`config.mk`:
```
export PLATFORM = sky130hd
export DESIGN_NAME = boom_release_arbiter
export DESIGN_NICKNAME = d
export VERILOG_FILES = /design/src/rtl/boom_release_arbiter_pkg.sv /design/src/rtl/tl_c_skid.sv /design/src/rtl/boom_release_arbiter.sv
export SDC_FILE = /design/constraint.sdc
export NUM_CORES = 1
export LEC_CHECK = 0
export ABC_AREA = 0
export BUFFER_PORTS_ARGS = -buffer_cell sky130_fd_sc_hd__buf_2
export CAP_MARGIN = 15
export CORE_AREA = 2 2 161 163
export DETAILED_ROUTE_END_ITERATION = 6
export DIE_AREA = 0 0 163 165
export HOLD_SLACK_MARGIN = 0.08
export PLACE_DENSITY = 0.42
export SLEW_MARGIN = 15
export SYNTH_ARGS = -nofsm -noshare
export SYNTH_HDL_FRONTEND = slang
export SYNTH_HIERARCHICAL = 1
export SYNTH_SLANG_ARGS = --single-unit
```
`constraint.sdc`:
```
create_clock -name clock -period 2.6 [get_ports clock]
set_clock_uncertainty 0.1 [all_clocks]
set_input_delay 0.39 -clock clock [delete_from_list [all_inputs] [get_ports clock]]
set_output_delay 0.39 -clock clock [all_outputs]
set_load 0.01 [all_outputs]
```
`src/rtl/boom_release_arbiter_pkg.sv`:
```
// ----------------------------------------------------------------------------
// boom_release_arbiter_pkg
// Shared TileLink definitions for the release arbiter:
//   - C/D channel opcode constants
//   - arbiter FSM state encoding
//   - C-message header struct (data travels beside it, its width is a
//     per-instance parameter)
//   - helper that classifies multi-beat (data-carrying) C opcodes
// ----------------------------------------------------------------------------
package boom_release_arbiter_pkg;

    localparam logic [2:0] TL_PROBE_ACK      = 3'd4;
    localparam logic [2:0] TL_PROBE_ACK_DATA = 3'd5;
    localparam logic [2:0] TL_RELEASE        = 3'd6;
    localparam logic [2:0] TL_RELEASE_DATA   = 3'd7;
    localparam logic [2:0] TL_RELEASE_ACK    = 3'd6;

    typedef enum logic [0:0] {
        ARB      = 1'b0,
        WB_BURST = 1'b1
    } arb_state_e;

    typedef struct packed {
        logic [2:0]  opcode;
        logic [2:0]  param;
        logic [3:0]  size;
        logic [2:0]  source;
        logic [31:0] address;
    } tl_c_hdr_t;

    // True for the opcodes that carry a full line of data beats.
    function automatic logic tl_c_has_data(input logic [2:0] opcode);
        return (opcode == TL_PROBE_ACK_DATA) || (opcode == TL_RELEASE_DATA);
    endfunction

endpackage

```
`src/rtl/tl_c_skid.sv`:
```
// ----------------------------------------------------------------------------
// tl_c_skid
// Two-entry skid slice for a valid/ready stream. The output side is fully
// registered; the input ready comes straight from a flop, so the upstream
// combinational arbiter never sees a path from out_ready. Full throughput is
// kept by parking one beat in the skid entry when the output stalls.
// Ports:
//   clock, reset      rising-edge clock, async active-low reset
//   in_valid/in_ready/in_payload     upstream stream
//   out_valid/out_ready/out_payload  downstream stream (registered)
//   occupied          high while either entry holds a beat
// ----------------------------------------------------------------------------
module tl_c_skid #(
    parameter int W = 8
) (
    input  logic         clock,
    input  logic         reset,
    input  logic         in_valid,
    output logic         in_ready,
    input  logic [W-1:0] in_payload,
    output logic         out_valid,
    input  logic         out_ready,
    output logic [W-1:0] out_payload,
    output logic         occupied
);

    logic         main_valid_q, main_valid_d;
    logic [W-1:0] main_q, main_d;
    logic         skid_valid_q, skid_valid_d;
    logic [W-1:0] skid_q, skid_d;
    logic         fire_in_s;
    logic         fire_out_s;

    assign in_ready    = ~skid_valid_q;
    assign out_valid   = main_valid_q;
    assign out_payload = main_q;
    assign occupied    = main_valid_q | skid_valid_q;

    // Next-state for the output entry and the skid entry.
    always_comb begin
        main_valid_d = main_valid_q;
        main_d       = main_q;
        skid_valid_d = skid_valid_q;
        skid_d       = skid_q;
        fire_in_s    = in_valid & ~skid_valid_q;
        fire_out_s   = main_valid_q & out_ready;
        if (!main_valid_q || fire_out_s) begin
            // Output entry frees up: refill from the skid entry first
            // (no input can fire then, since in_ready is low), else from input.
            if (skid_valid_q) begin
                main_valid_d = 1'b1;
                main_d       = skid_q;
                skid_valid_d = 1'b0;
            end else begin
                main_valid_d = fire_in_s;
                main_d       = fire_in_s ? in_payload : main_q;
            end
        end else begin
            // Output stalled: an accepted beat is parked in the skid entry.
            if (fire_in_s) begin
                skid_valid_d = 1'b1;
                skid_d       = in_payload;
            end else begin
                skid_valid_d = skid_valid_q;
            end
        end
    end

    // Slice registers.
    always_ff @(posedge clock or negedge reset) begin
        if (!reset) begin
            main_valid_q <= 1'b0;
            main_q       <= '0;
            skid_valid_q <= 1'b0;
            skid_q       <= '0;
        end else begin
            main_valid_q <= main_valid_d;
            main_q       <= main_d;
            skid_valid_q <= skid_valid_d;
            skid_q       <= skid_d;
        end
    end

endmodule

```
`src/rtl/boom_release_arbiter.sv`:
```
// ----------------------------------------------------------------------------
// boom_release_arbiter
// Merges the writeback unit (Release/ReleaseData) and probe unit (ProbeAck)
// onto one TileLink C channel. Writeback wins in ARB; a data message locks the
// channel to writeback for BEATS beats. Also watches channel D and pulses
// mem_grant one cycle after each ReleaseAck addressed to REL_SOURCE.
// Ports:
//   clock, reset              rising-edge clock, async active-low reset
//   wb_*                      writeback-unit C message + handshake
//   pr_*                      probe-unit C message (no data) + handshake
//   c_*                       C channel toward L2
//   d_valid/d_opcode/d_source channel D observation only
//   mem_grant                 registered ReleaseAck pulse
//   busy                      burst in progress or skid slice occupied
// Build option: define RELEASE_ARB_SKID_EN to register the C outputs through
// the tl_c_skid slice (one cycle of added latency, full throughput).
// ----------------------------------------------------------------------------
module boom_release_arbiter
    import boom_release_arbiter_pkg::*;
#(
    parameter int         DATA_W     = 128,
    parameter int         BEATS      = 4,
    parameter logic [2:0] REL_SOURCE = 3'h0
) (
    input  logic              clock,
    input  logic              reset,
    input  logic              wb_valid,
    output logic              wb_ready,
    input  logic [2:0]        wb_opcode,
    input  logic [2:0]        wb_param,
    input  logic [3:0]        wb_size,
    input  logic [2:0]        wb_source,
    input  logic [31:0]       wb_address,
    input  logic [DATA_W-1:0] wb_data,
    input  logic              pr_valid,
    output logic              pr_ready,
    input  logic [2:0]        pr_opcode,
    input  logic [2:0]        pr_param,
    input  logic [3:0]        pr_size,
    input  logic [2:0]        pr_source,
    input  logic [31:0]       pr_address,
    output logic              c_valid,
    input  logic              c_ready,
    output logic [2:0]        c_opcode,
    output logic [2:0]        c_param,
    output logic [3:0]        c_size,
    output logic [2:0]        c_source,
    output logic [31:0]       c_address,
    output logic [DATA_W-1:0] c_data,
    input  logic              d_valid,
    input  logic [2:0]        d_opcode,
    input  logic [2:0]        d_source,
    output logic              mem_grant,
    output logic              busy
);

    localparam int              CNT_W   = (BEATS > 1) ? $clog2(BEATS) : 1;
    localparam logic [CNT_W-1:0] CNT_LAST = CNT_W'(BEATS - 1);
    localparam int              HDR_W   = $bits(tl_c_hdr_t);

    arb_state_e       state_q, state_d;
    logic [CNT_W-1:0] beat_cnt_q, beat_cnt_d;
    logic             mem_grant_q, mem_grant_d;
    logic             pr_lock_q, pr_lock_d;

    logic              sel_wb_s;
    logic              wb_fire_s;
    logic              arb_valid_s;
    logic              arb_ready_s;
    tl_c_hdr_t         arb_hdr_s;
    logic [DATA_W-1:0] arb_data_s;
    logic              skid_busy_s;

    // Grant, source readies, next FSM state, beat counter and D-channel watch.
    always_comb begin
        sel_wb_s    = 1'b0;
        arb_valid_s = 1'b0;
        arb_hdr_s   = '0;
        arb_data_s  = '0;
        wb_ready    = 1'b0;
        pr_ready    = 1'b0;
        state_d     = state_q;
        beat_cnt_d  = beat_cnt_q;

        case (state_q)
            // A probe that was offered but stalled keeps the grant so the
            // C fields cannot change under a held c_valid.
            ARB:      sel_wb_s = wb_valid & ~pr_lock_q;
            WB_BURST: sel_wb_s = 1'b1;
            default:  sel_wb_s = 1'b0;
        endcase

        if (sel_wb_s) begin
            arb_valid_s = wb_valid;
            arb_hdr_s   = '{opcode: wb_opcode, param: wb_param, size: wb_size,
                            source: wb_source, address: wb_address};
            arb_data_s  = wb_data;
            wb_ready    = arb_ready_s;
            pr_ready    = 1'b0;
        end else begin
            arb_valid_s = pr_valid;
            arb_hdr_s   = '{opcode: pr_opcode, param: pr_param, size: pr_size,
                            source: pr_source, address: pr_address};
            arb_data_s  = '0;
            wb_ready    = 1'b0;
            pr_ready    = arb_ready_s;
        end

        wb_fire_s = sel_wb_s & wb_valid & arb_ready_s;

        case (state_q)
            ARB: begin
                if (wb_fire_s && tl_c_has_data(wb_opcode)) begin
                    state_d    = WB_BURST;
                    beat_cnt_d = CNT_W'(1);
                end else begin
                    state_d    = ARB;
                    beat_cnt_d = '0;
                end
            end
            WB_BURST: begin
                if (wb_fire_s) begin
                    if (beat_cnt_q == CNT_LAST) begin
                        state_d    = ARB;
                        beat_cnt_d = '0;
                    end else begin
                        state_d    = WB_BURST;
                        beat_cnt_d = beat_cnt_q + CNT_W'(1);
                    end
                end else begin
                    state_d    = WB_BURST;
                    beat_cnt_d = beat_cnt_q;
                end
            end
            default: begin
                state_d    = ARB;
                beat_cnt_d = '0;
            end
        endcase

        pr_lock_d   = (state_q == ARB) & ~sel_wb_s & pr_valid & ~arb_ready_s;
        mem_grant_d = d_valid & (d_opcode == TL_RELEASE_ACK) & (d_source == REL_SOURCE);
    end

    // FSM, beat counter, probe lock and mem_grant registers.
    always_ff @(posedge clock or negedge reset) begin
        if (!reset) begin
            state_q     <= ARB;
            beat_cnt_q  <= '0;
            pr_lock_q   <= 1'b0;
            mem_grant_q <= 1'b0;
        end else begin
            state_q     <= state_d;
            beat_cnt_q  <= beat_cnt_d;
            pr_lock_q   <= pr_lock_d;
            mem_grant_q <= mem_grant_d;
        end
    end

`ifdef RELEASE_ARB_SKID_EN
    logic [HDR_W+DATA_W-1:0] skid_out_s;
    tl_c_hdr_t               skid_hdr_s;

    tl_c_skid #(
        .W (HDR_W + DATA_W)
    ) u_skid (
        .clock       (clock),
        .reset       (reset),
        .in_valid    (arb_valid_s),
        .in_ready    (arb_ready_s),
        .in_payload  ({arb_hdr_s, arb_data_s}),
        .out_valid   (c_valid),
        .out_ready   (c_ready),
        .out_payload (skid_out_s),
        .occupied    (skid_busy_s)
    );

    assign skid_hdr_s = skid_out_s[HDR_W+DATA_W-1:DATA_W];
    assign c_opcode   = skid_hdr_s.opcode;
    assign c_param    = skid_hdr_s.param;
    assign c_size     = skid_hdr_s.size;
    assign c_source   = skid_hdr_s.source;
    assign c_address  = skid_hdr_s.address;
    assign c_data     = skid_out_s[DATA_W-1:0];
`else
    assign arb_ready_s = c_ready;
    assign skid_busy_s = 1'b0;
    assign c_valid     = arb_valid_s;
    assign c_opcode    = arb_hdr_s.opcode;
    assign c_param     = arb_hdr_s.param;
    assign c_size      = arb_hdr_s.size;
    assign c_source    = arb_hdr_s.source;
    assign c_address   = arb_hdr_s.address;
    assign c_data      = arb_data_s;
`endif

    assign mem_grant = mem_grant_q;
    assign busy      = (state_q == WB_BURST) | skid_busy_s;

endmodule
```
**Word level (Yosys, flattened, before mapping)**

Cells that the tools add are included.

- Bits in registers: 5
- Input bits: 230
- Output and inout bits: 178

- $add $sub $neg: 1
- Equal/unequal tests: 5
- Muxes and demuxes: 14
- Bitwise operators: 12
- Reductions and logical operators: 3

Operators with widths:

| operator | count |
|---|---|
| 128-bit 2-to-1 mux | 1 |
| 45-bit 2-to-1 mux | 1 |
| 3-bit equality test (second input constant) | 3 |
| 1-bit AND | 8 |
| 1-bit 2-to-1 mux | 7 |
| 2-bit 2-to-1 mux | 2 |
| 1-bit NOT | 4 |
| 1-bit case mux with 2 select lines | 2 |
| 2-bit case mux with 2 select lines | 1 |
| 3-bit logical NOT | 1 |
| 2-bit by 1-bit adder with 2-bit output (second input constant) | 1 |
| 2-bit equality test (second input constant) | 1 |
| 2-bit by 1-bit != test with 1-bit output (second input constant) | 1 |
| 1-bit logical AND | 1 |
| 1-bit logical OR | 1 |

**Logic depth before layout (Yosys ltp)**

- Word-level depth: 8
- Depth in mapped cells: 5
- Depth with buffers taken out: 4

**Worst setup path before layout**

No wires, ideal clock.

- Path kind: register to output
- Start point: reg state_q (netlist: busy)
- End point: out c_address[10]
- Data arrival time: 1.282 ns
- Slack: 0.828 ns
- Cell stages (with the launch flop): 5
- Buffers on the path: 2
- Cells stage by stage: dfrtp_1 buf_2 a21oi_4 buf_4 mux2_2

- Word-level cells in the longest chain between the ends: 3

Ends and longest elaborated chain:

| what | RTL line | RTL |
|---|---|---|
| from (decl) | boom_release_arbiter.sv:61 | `arb_state_e state_q, state_d;` |
| from (signal assigned) | boom_release_arbiter.sv:153 | `state_q <= state_d;` |
| 1-bit NOT | -- |  |
| 1-bit case mux with 2 select lines (*) | boom_release_arbiter.sv:85 | `case (state_q)` |
| 45-bit 2-to-1 mux (*) | boom_release_arbiter.sv:93 | `if (sel_wb_s) begin` |
| to (decl) | boom_release_arbiter.sv:48 | `output logic [31:0] c_address,` |

Every way passes the cells marked *; elsewhere a longest branch is shown, timed or not.

**Final worst setup path**

- Start point: reg pr_lock_q
- End point: out c_data[123]

- Word-level cells in the longest chain between the ends: 4

Ends and longest elaborated chain:

| what | RTL line | RTL |
|---|---|---|
| from (decl) | boom_release_arbiter.sv:64 | `logic pr_lock_q, pr_lock_d;` |
| from (signal assigned) | boom_release_arbiter.sv:155 | `pr_lock_q <= pr_lock_d;` |
| 1-bit NOT | boom_release_arbiter.sv:88 | `ARB: sel_wb_s = wb_valid & ~pr_lock_q;` |
| 1-bit AND | boom_release_arbiter.sv:88 |  |
| 1-bit case mux with 2 select lines | boom_release_arbiter.sv:85 |  |
| 128-bit 2-to-1 mux | boom_release_arbiter.sv:93 |  |
| to (decl) | boom_release_arbiter.sv:49 | `output logic [DATA_W-1:0] c_data,` |

No other way between the ends.

==> impl_metrics.json <==
{
  "status": "complete, no violations",
  "dp_cells": 942,
  "numPortBuffers": 407,
  "cts_tree": "built",
  "grt_usage": 0.0842,
  "ctsHtreeMaxLevel": 1,
  "diodes": 0,
  "final_area_sq_um": 4200,
  "yosysWarnings": 6,
  "min_path_type": "in -> reg",
  "ys_ff_latch": 5,
  "die-area_sq_um": 26900,
  "rsz0062_at_grt": "false",
  "post-dp-hpwl_microns": 12100,
  "die_y_microns": 165,
  "grt_max_degree": 80,
  "instances_no_fill": 947,
  "num_rows": 58,
  "cts_root_buffer": "clkbuf_16",
  "dieWidth_microns": 163,
  "layout-drive-gt1-share": 0.749,
  "max_freq_ghz": 0.443,
  "drv_cap": 0,
  "syn_to_final_growth_pct": 145,
  "synth.distinct_cells": 23,
  "place_area_sq_um": 4110,
  "power_leakage_nw": 2.32,
  "core_sq_um": 25000,
  "setup.worst_path.end_class": "output pin",
  "post_drt_wl_per_cell_microns": 13.8,
  "grt_overflow": 0,
  "min_period_ns": 2.26,
  "drtIter0Drc": 50,
  "min_from": "pr_valid",
  "ir_worst_vdd_v": 0.000344,
  "globalplace.congestion": 0.792,
  "hold_violations": 0,
  "p_total_mw": 1.85,
  "clockBufferDepth": 2,
  "cts_buffers": 3,
  "fin_setup_tns_ns": 0,
  "crit_type": "reg -> out",
  "start_util": 0.0684,
  "cts_resized": 0,
  "cp.arrival_ns": 1.77,
  "synth_cells": 220,
  "final-setup-viol-count": 0,
  "grt_pass1_vias": 2891,
  "cp_max_fo": 79,
  "postSynthAreaPerCell_sq_um": 7.79,
  "drt_wl_total_microns": 13100,
  "drtAntennaViolNets": 0,
  "critPathLaunchType": "register",
  "yosysSeqAreaShare": 0.0730,
  "min_period_over_period": 0.868,
  "syn_area_sq_um": 1710,
  "drt-pass1-iter-count": 4,
  "drv_slew": 0,
  "relSlewSlack": 0.760,
  "route.vias.total": 3116,
  "startpoint": "pr_lock_q",
  "critPathRequiredTime_ns": 2.11,
  "drcViolationCount": 0,
  "powerDensity_nw_per_um2": 441,
  "clock_sinks": 5,
  "clk_pin_slew_ns": 0.03,
  "antenna_found_initial": 10,
  "synthesis.nets": 451,
  "via_per_inst": 3.29,
  "final_core_util": 0.168,
  "layout.nets": 849,
  "clk_latency_ns": 0.23,
  "io_pins": 408,
  "r2r-start": "pr_lock_q",
  "grt_pass1_wl_microns": 16900,
  "worstMarginPinSlew_ns": 0.360
}
## worst paths after layout
check / to / slack (ns) / depth (start not counted)
setup / recovery: c_data[123] / 0.34 / 6
hold / removal: pr_lock_q / 0.34 / 2
setup reg to reg: pr_lock_q / 1.27 / 4
hold reg to reg: beat_cnt_q[0] / 0.45 / 2
max in group asynchronous: pr_lock_q / 1.86 / 2
min in group asynchronous: mem_grant / 0.41 / 2
## sequential cells by signal (all words and copies together) (netlist names)
| signal | flops |
|---|---|
| mem_grant | 1 |
| beat_cnt_q | 2 |
| busy | 1 |
| pr_lock_q | 1 |
## logic make-up after synthesis
logic type / after synthesis / synth area share
muxes: 46 / 0.302
buffers and inverters: 21 / 0.0694
adders and majority gates: 1 / 0.00730
DFF: 5 / 0.0730
AOI/OAI and AO/OA: 7 / 0.0358
and+or+nand+nor: 140 / 0.512
## routing by layer
| metal | GRT usage | routed length [microns] | share of wire | vias to the layer above |
|---|---|---|---|---|
| li1 | - | - | - | 1502 |
| met1 | 0.0924 | 4790 | 0.37 | 1349 |
| met2 | 0.172 | 6940 | 0.53 | 241 |
| met3 | 0.0133 | 1220 | 0.093 | 22 |
| met4 | 0.00965 | 126 | 0.0096 | 2 |
| met5 | 0 | 18 | 0.0014 | - |
## cells in the mapped netlist
cell type  instances  area share
nor2b_1          130        0.47
mux2_2            46        0.30
buf_2             14       0.041
buf_4              6       0.026
dfrtp_1            5       0.073
nand2_1            2      0.0044
a21boi_0           1      0.0044
a21oi_4            1      0.0095
and2_1             1      0.0037
and3b_1            1      0.0051
and4b_1            1      0.0058
ha_1               1      0.0073
inv_1              1      0.0022
nand2b_1           1      0.0037
nand3_1            1      0.0029
nand4_1            1      0.0037
nor3_1             1      0.0029
nor4b_1            1      0.0051
o2111ai_1          1      0.0051
o21a_1             1      0.0044
o21ai_0            1      0.0029
o22a_1             1      0.0051
o31ai_1            1      0.0044
## worst max-delay path, stage by stage, from the launching register on
cell and delay [ns]:
dfrtp_1 0.33, inv_1 0.08, a21oi_4 0.21, buf_12 0.31, buf_4 0.31, nor2b_1 0.07
buf_2 0.14
## final cells by class
cell class | count | area (sq um)
Multi-Input combinational cell | 194 | 1470
Clock buffer | 4 | 78.8
Timing Repair Buffer | 413 | 2110
Tap cell | 330 | 413
Inverter | 1 | 3.75
Sequential cell | 5 | 125
Fill cell | 2894 | 20800
## power breakdown
| group | total, mW | internal (mW) | switching (mW) |
|---|---|---|---|
| registers | 0.116 | 0.0983 | 0.0178 |
| clock network | 0.251 | 0.203 | 0.0483 |
| logic | 1.49 | 0.714 | 0.771 |
| total | 1.85 | 1.02 | 0.837 |
## stage by stage
stage	setup slack (ns)	hold WS (ns)
floorplan	0.828	-0.00559
global placement	0.505	0.114
detailed placement	0.460	0.118
CTS	0.316	0.340
global route	0.200	0.351
finish	0.344	0.339
## cells in the final DEF (no fill, tap or decap), drive strengths merged
cell,Yosys,routed
and4b,1,1
buf,20,412
o21ai,1,1
and3b,1,1
a21oi,1,1
mux2,46,46
nand2b,1,1
nand3,1,1
inv,1,1
o22a,1,1
o21a,1,1
dlygate4sd3,0,1
a21boi,1,1
o2111ai,1,1
ha,1,1
nor3,1,1
nand2,2,2
clkbuf,0,4
and2,1,1
nor2b,130,130
nor4b,1,1
dfrtp,5,5
nand4,1,1
o31ai,1,1
## timing repair
item,4_1_cts,5_1_grt
hold buffers,1,0
endpoints found under the hold margin,5,0
buffers inserted,0,0
No activity file was read; power rests on OpenSTA's default activity.
